`config.mk`:
```
export PLATFORM = sky130hd
export DESIGN_NAME = strobe_sched
export DESIGN_NICKNAME = d
export VERILOG_FILES = /design/src/rtl/strobe_sched.sv
export SDC_FILE = /design/constraint.sdc
export NUM_CORES = 1
export LEC_CHECK = 0
export ABC_AREA = 1
export BUFFER_PORTS_ARGS = -buffer_cell sky130_fd_sc_hd__buf_2
export CORE_AREA = 3 3 102 104
export CTS_CLUSTER_SIZE = 16
export DETAILED_ROUTE_END_ITERATION = 7
export DIE_AREA = 0 0 105 107
export PLACE_DENSITY = 0.73
export REMOVE_ABC_BUFFERS = 1
export SETUP_SLACK_MARGIN = 0.4
export SYNTH_ARGS = -nofsm -noshare
export SYNTH_HDL_FRONTEND = slang
export SYNTH_SLANG_ARGS = --single-unit
```
`constraint.sdc`:
```
create_clock -name i_clk -period 2.3 [get_ports i_clk]
set_clock_uncertainty 0.15 [all_clocks]
set_input_delay 0.23 -clock i_clk [delete_from_list [all_inputs] [get_ports i_clk]]
set_output_delay 0.23 -clock i_clk [all_outputs]
set_load 0.005 [all_outputs]
```
`src/rtl/strobe_sched.sv`:
```
// Round-robin strobe scheduler: per-channel periodic timers raise pending requests,
// and each base tick grants at most one of them as a registered single-cycle strobe.
module strobe_sched #(
    parameter int NUM_CH   = 4,
    parameter int PERIOD_W = 8
) (
    input  logic                        i_clk,
    input  logic                        i_reset_n,
    input  logic                        i_tick,
    input  logic                        i_cfg_valid,
    input  logic [$clog2(NUM_CH)-1:0]   i_cfg_ch,
    input  logic [PERIOD_W-1:0]         i_cfg_period,
    input  logic [NUM_CH-1:0]           i_clear_overrun,
    output logic [NUM_CH-1:0]           o_strobe,
    output logic [NUM_CH-1:0]           o_overrun,
    output logic                        o_busy
);

    localparam int CH_W = $clog2(NUM_CH);

    logic [NUM_CH-1:0] r_pending;
    logic [NUM_CH-1:0] r_overrun;
    logic [NUM_CH-1:0] r_strobe;
    logic [CH_W-1:0]   r_ptr;

    logic [NUM_CH-1:0] w_wr;
    logic [NUM_CH-1:0] w_expire;
    logic [NUM_CH-1:0] w_cand;
    logic [NUM_CH-1:0] w_grant;
    logic [NUM_CH-1:0] w_ovr_set;
    logic              w_grant_any;
    logic [CH_W-1:0]   w_grant_idx;

    for (genvar gi = 0; gi < NUM_CH; gi++) begin : g_ch
        logic [PERIOD_W-1:0] r_period;
        logic [PERIOD_W-1:0] r_cnt;

        assign w_wr[gi]     = i_cfg_valid && (i_cfg_ch == CH_W'(gi));
        assign w_expire[gi] = i_tick && !w_wr[gi] && (r_period != '0) && (r_cnt == '0);

        always_ff @(posedge i_clk or negedge i_reset_n) begin
            if (!i_reset_n) begin
                r_period <= '0;
                r_cnt    <= '0;
            end else if (w_wr[gi]) begin
                r_period <= i_cfg_period;
                r_cnt    <= (i_cfg_period == '0) ? '0 : i_cfg_period - 1'b1;
            end else if (i_tick && (r_period != '0)) begin
                // The counter only ever wraps through the reload, never past zero.
                r_cnt <= (r_cnt == '0) ? r_period - 1'b1 : r_cnt - 1'b1;
            end
        end
    end

    // Only requests pending before this tick compete; a channel being reconfigured is excluded.
    assign w_cand = r_pending & ~w_wr;

    always_comb begin
        int v_idx;
        v_idx       = 0;
        w_grant     = '0;
        w_grant_any = 1'b0;
        w_grant_idx = '0;
        if (i_tick) begin
            for (int i = 0; i < NUM_CH; i++) begin
                v_idx = (int'(r_ptr) + i) % NUM_CH;
                if (!w_grant_any && w_cand[v_idx]) begin
                    w_grant_any = 1'b1;
                    w_grant_idx = CH_W'(v_idx);
                end
            end
        end
        if (w_grant_any) begin
            w_grant[w_grant_idx] = 1'b1;
        end
    end

    assign w_ovr_set = w_expire & r_pending & ~w_grant;

    always_ff @(posedge i_clk or negedge i_reset_n) begin
        if (!i_reset_n) begin
            r_pending <= '0;
            r_overrun <= '0;
            r_strobe  <= '0;
            r_ptr     <= '0;
        end else begin
            r_strobe  <= w_grant;
            r_pending <= ((r_pending & ~w_grant) | w_expire) & ~w_wr;
            // A new overrun outranks a clear arriving in the same cycle.
            r_overrun <= (w_ovr_set | (r_overrun & ~i_clear_overrun)) & ~w_wr;
            if (w_grant_any) begin
                r_ptr <= (w_grant_idx == CH_W'(NUM_CH - 1)) ? '0 : w_grant_idx + 1'b1;
            end
        end
    end

    assign o_strobe  = r_strobe;
    assign o_overrun = r_overrun;
    assign o_busy    = |r_pending;

endmodule

```
Yosys cells after proc, flatten, opt, wreduce, memory -nomap -nowiden
Index checks and enable logic that the tools add are counted.

Register bits: 78. Bits of input ports: 18. Output and inout port bits: 9. Word-level logic and storage cells: 140.

Add/subtract/negate cells: 13. $lt $le $gt $ge: 6. Eq/ne operators: 4. Mux-type cells: 41. Bitwise logic cells: 15. Reductions and logical operators: 49.

Operator list (count): $mux 8 (13); $sub 8x1->8 const B (9); $logic_not 8->1 (5); $reduce_bool 8->1 (4); $and 4x4->4 (7); $logic_and 1x1->1 (24); $mux 1 (16); $lt 3x4->1 const B (3); $mux 2 (6); $not 4->4 (3); $bmux 1 s2 (4); $or 4x4->4 (2); $reduce_bool 2->1 (4); $logic_not 1->1 (7); $eq 2x2->1 const B (3); $lt 2x3->1 const B (2); $reduce_or 2->1 (3); $add 2x1->2 const B (2); $add 2x2->2 const B (2); $mux 4 (1); $reduce_or 4->1 (1); $and 1x1->1 const A (3); $demux 1 s2 (1); $eq 2x1->1 const B (1); 2 further kinds (2).

Longest topological paths before layout
Word-level depth: 29. Depth in mapped cells: 15. Depth with buffers taken out: 15.

Worst setup path after synthesis
No wires, ideal clock.

Path kind: register to register. Start: reg r_ptr[0]. End: reg r_ptr[1]. Library setup time: 0.122 ns. Data arrival time: 1.862 ns. Data required time: 2.028 ns. Path slack: 0.166 ns. Cell stages (with the launch flop): 15. Buffers on the path: 1. Clock period less this slack: 2.134 ns. Cell sequence: dfrtp_1 -> buf_2 -> xnor2_1 -> inv_1 -> nand3_1 -> nand2_2 -> nand3_1 -> nand2_1 -> nand2_1 -> nand2_1 -> nor2_1 -> inv_1 -> ha_1 -> nand2_1 -> o21ai_1.

Cells in the longest elaborated chain, start to end: 18. Elaborated cells between the ends (all ways): 36. Classes of those cells: add/sub (4); eq/ne (1); mux (25); reduce/logical (6).

Ends and longest elaborated chain: from (decl) (line 24) `logic [CH_W-1:0] r_ptr;`; from (signal assigned) (line 92) `r_ptr <= (w_grant_idx == CH_W'(NUM_CH - 1)) ? '0 : w_grant_idx + 1'b1;`; branches (longest 18 deep; another with $add 2x1->2).

Parallel ways; which one is timed is not known. The select of a mux whose other input is x is not followed. A chain may end at the register's enable or synchronous reset.

Final worst setup path
Start: reg r_ptr[0]. End: reg r_pending[3].

Cells in the longest elaborated chain, start to end: 25. Elaborated cells between the ends (all ways): 43. Classes of those cells: add/sub (3); order compare (2); mux (27); bitwise (4); reduce/logical (7).

Ends and longest elaborated chain: branches (longest 20 deep; another with $add 2x1->2); $mux 4 (*) (line 73) `if (w_grant_any) begin`; $not 4->4 (*) (line 88) `r_pending <= ((r_pending & ~w_grant) | w_expire) & ~w_wr;`; $and 4x4->4 (*) (line 88); $or 4x4->4 (*) (line 88); $and 4x4->4 (*) (line 88); to (signal assigned) (line 88); to (decl) (line 21) `logic [NUM_CH-1:0] r_pending;`.

Mark *: on every way between the ends. The select of a mux whose other input is x is not followed.

==> results.yml <==
timing:
  max_slew_margin_pct: 49.59
  timing_max_transition_violations_final: 0
  rsz0062_at_grt: "yes"
  finalCriticalPeriod_ns: 2.102
  max_freq_mhz: 475.7
  hold_viol: 0
  tightest_slew_ns: 0.7562
  setup_tns_ns: 0
  finalSetupViolCount: 0
  min_period_over_period_pct: 91.40
  whs_ns: 0.1219
synth:
  yosys_register_bits: 78
  syn_area_mm2: 0.004785
  postSynthCellCount: 711
  synth_fa_ha_area_share_pct: 2.354
  synth-compound-area-share_pct: 12.34
  synth.avg_cell_area_um2: 6.729
  synth-xor-area-share_pct: 0.1831
  synth-simple-area-share_pct: 35.88
  yosysUniqueCellTypes: 29
  ys_warn_count: 0
  synth_top_family_by_area: "simple AND/OR/NAND/NOR gates"
  synth_seq_area_share_pct: 40.79
  synthMuxAreaShare_pct: 0
route:
  avgRoutedWirePerCell_um: 15.05
  ant_nets: 0
  detail_route.vias_per_cell: 5.454
  drc: 0
  vias: 5029
  drt_wl_total_um: 13880
  dr.pass1.iters: 6
  drtIter0Drc: 428
cts:
  cts_max_level: 3
  cts_buffers: 9
  cts_root_buffer: "clkbuf_8"
  clockBufferDepth: 2
  cts_tree: "done"
  cts.clk_slew.worst_paths_ns: 0.09
  clock-sinks: 78
  clock_latency_ns: 0.35
placed_design:
  place_congestion: 0.9456
  detailedPlacementHpwl_um: 9654
  io_buffers: 26
floorplanning:
  die_y_um: 107
  die_area_mm2: 0.01124
  num_io_pins: 27
  start_util_pct: 49.64
  core_area_mm2: 0.009639
  die_x_um: 105
  num_rows: 36
grt:
  grt_max_degree: 47
  antenna_found_initial: 0
  grtUsageTotal_pct: 24.44
  grt_pass1_wl_um: 22130
  grt_pass1_vias: 4656
  grt_overflow: 0
critical_path:
  rrSetupSlack_ns: 0.20
  cp.required_ns: 2.39
  regToRegStartpoint: "r_ptr[0]"
  r2r_end: "r_pending[3]"
  crit_path_end_kind: "flop"
  critPathArrivalTime_ns: 2.19
  cp-start-kind: "flop"
  worstSetupStartpoint: "r_ptr[0]"
  path_class: "reg -> reg"
  rr_worst_depth: 12
  cp_max_fo: 5
run:
  maxCapViolCount: 0
min_path:
  hold_path_end: "g_ch[1].r_period[5]"
  worstHoldPathType: "in -> reg"
  min_path_cells: 3
  hp-start: "i_cfg_period[5]"
cells_and_area:
  layout_commonest_cell: "nand2_1"
  fill_cells: 826
  layout_common_cells: "211 x nand2_1, 82 x inv_1, 75 x dfrtp_1, 72 x nor2_1, 43 x o21ai_0"
  drive_gt1_share_pct: 22.69
  syn_to_final_growth_pct: 27.17
  diodes: 0
  nets: 811
pwr:
  power_density_mw_per_mm2: 1151
  peakVddDrop_mv: 0.5446
  power.leakage_uw: 0.003085
status:
  outcome: "finished, final reports clean"
## synthesized netlist by cell type
cell type / n / share of area (%)
o21ai_1: 1 / 0.10
o21bai_1: 4 / 0.63
a22o_1: 3 / 0.55
clkbuf_1: 9 / 0.71
a21oi_1: 31 / 3.2
nand3_2: 4 / 0.84
nand3b_1: 6 / 0.94
nand4_1: 13 / 1.7
ha_1: 9 / 2.4
nor2_2: 4 / 0.52
o221ai_1: 5 / 0.92
o211ai_1: 3 / 0.47
nand2_2: 1 / 0.13
clkinv_1: 1 / 0.078
a31oi_1: 1 / 0.13
o22ai_1: 1 / 0.13
nor3b_1: 1 / 0.16
o21ai_0: 56 / 5.9
o31ai_1: 1 / 0.16
nand3_1: 65 / 6.8
dfrtp_1: 78 / 41
a21o_1: 1 / 0.16
nor2_1: 83 / 6.5
xnor2_1: 1 / 0.18
nor3_1: 1 / 0.10
nand2_1: 230 / 18
inv_1: 95 / 7.5
buf_2: 2 / 0.21
or2_2: 1 / 0.13
## state kept, by name, summed over array words and instances (netlist names)
signal	count
g_ch.r_cnt	32
g_ch.r_period	32
o_strobe	4
r_ptr	2
r_pending	4
o_overrun	4
## through the flow
step / instance area (um^2) / power, uW / setup WS [ns] / utilization [%] / cells
2_1_floorplan: 4741 / 4060 / 0.1719 / - / 700
6_report: 6085 / 7005 / 0.1978 / 63.12 / 922
3_5_place_dp: 5263 / 4847 / 0.02383 / 54.60 / 887
3_3_place_gp: 5263 / 4766 / 0.1062 / 54.60 / 887
4_1_cts: 5727 / 6342 / 0.2077 / 59.41 / 911
5_1_grt: 6085 / 7585 / 0.09181 / 63.12 / 922
## where the power goes
| part | total [uW] | leakage [uW] | switching [uW] | internal [uW] |
|---|---|---|---|---|
| clock network | 1150 | 0.000108 | 517 | 637 |
| logic | 3690 | 0.00200 | 2240 | 1450 |
| registers | 2160 | 0.000978 | 385 | 1780 |
| total | 7010 | 0.00309 | 3140 | 3860 |
## kinds of logic after synthesis
group                    after synthesis
adder cells (fa/ha/maj)                9
AND/OR/NAND/NOR                      409
XOR/XNOR                               1
flip-flops                            78
AO/OA/AOI/OAI                        107
buffers and inverters                107
## worst max path at each step
stage	end	slack, ns	cells after the start
finish	r_pending[3]	0.20	12
CTS	r_pending[3]	0.21	11
global placement	o_overrun[0]	0.11	14
floorplan	r_ptr[1]	0.17	13
global route	r_pending[2]	0.09	12
detailed placement	r_pending[0]	0.02	14
## routing by layer
| layer | part of all wire, % | vias to the layer above | global-route usage (%) |
|---|---|---|---|
| li1 | - | 2448 | - |
| met4 | 3.1 | 0 | 10.12 |
| met5 | 0 | - | 0 |
| met3 | 6.7 | 45 | 2.890 |
| met1 | 42 | 2322 | 32.27 |
| met2 | 48 | 214 | 40.93 |
## worst max-delay path, cell delays in order (launching register included)
cell,delay (ns)
dfrtp_2,0.49
buf_6,0.17
nand3_4,0.09
nand3_2,0.10
nand2_4,0.12
nand3_4,0.10
nand2_2,0.08
nand3_2,0.08
a21oi_4,0.18
ha_2,0.23
nand3_4,0.07
nand2_1,0.07
o21ai_1,0.06
## what timing repair did
item                                   in CTS  in global routing
setup endpoints to repair                  23                 36
gates resized for setup                    46                 83
endpoints found under the hold margin      48                  0
buffers inserted                            3                 11
hold buffers                                5                  0
gates cloned                                0                  0
pin swaps                                  15                 33
## cell type report
class | count | area (um^2) | area share [%]
clock buffers | 10 | 137.6 | 2.262
clock inverters | 6 | 85.08 | 1.398
inverters | 96 | 367.9 | 6.046
multi-input cells | 526 | 2846 | 46.78
flip-flops and latches | 78 | 1956 | 32.14
well taps | 133 | 166.4 | 2.735
repair buffers | 73 | 525.5 | 8.637
No activity file was read; power rests on OpenSTA's default activity.
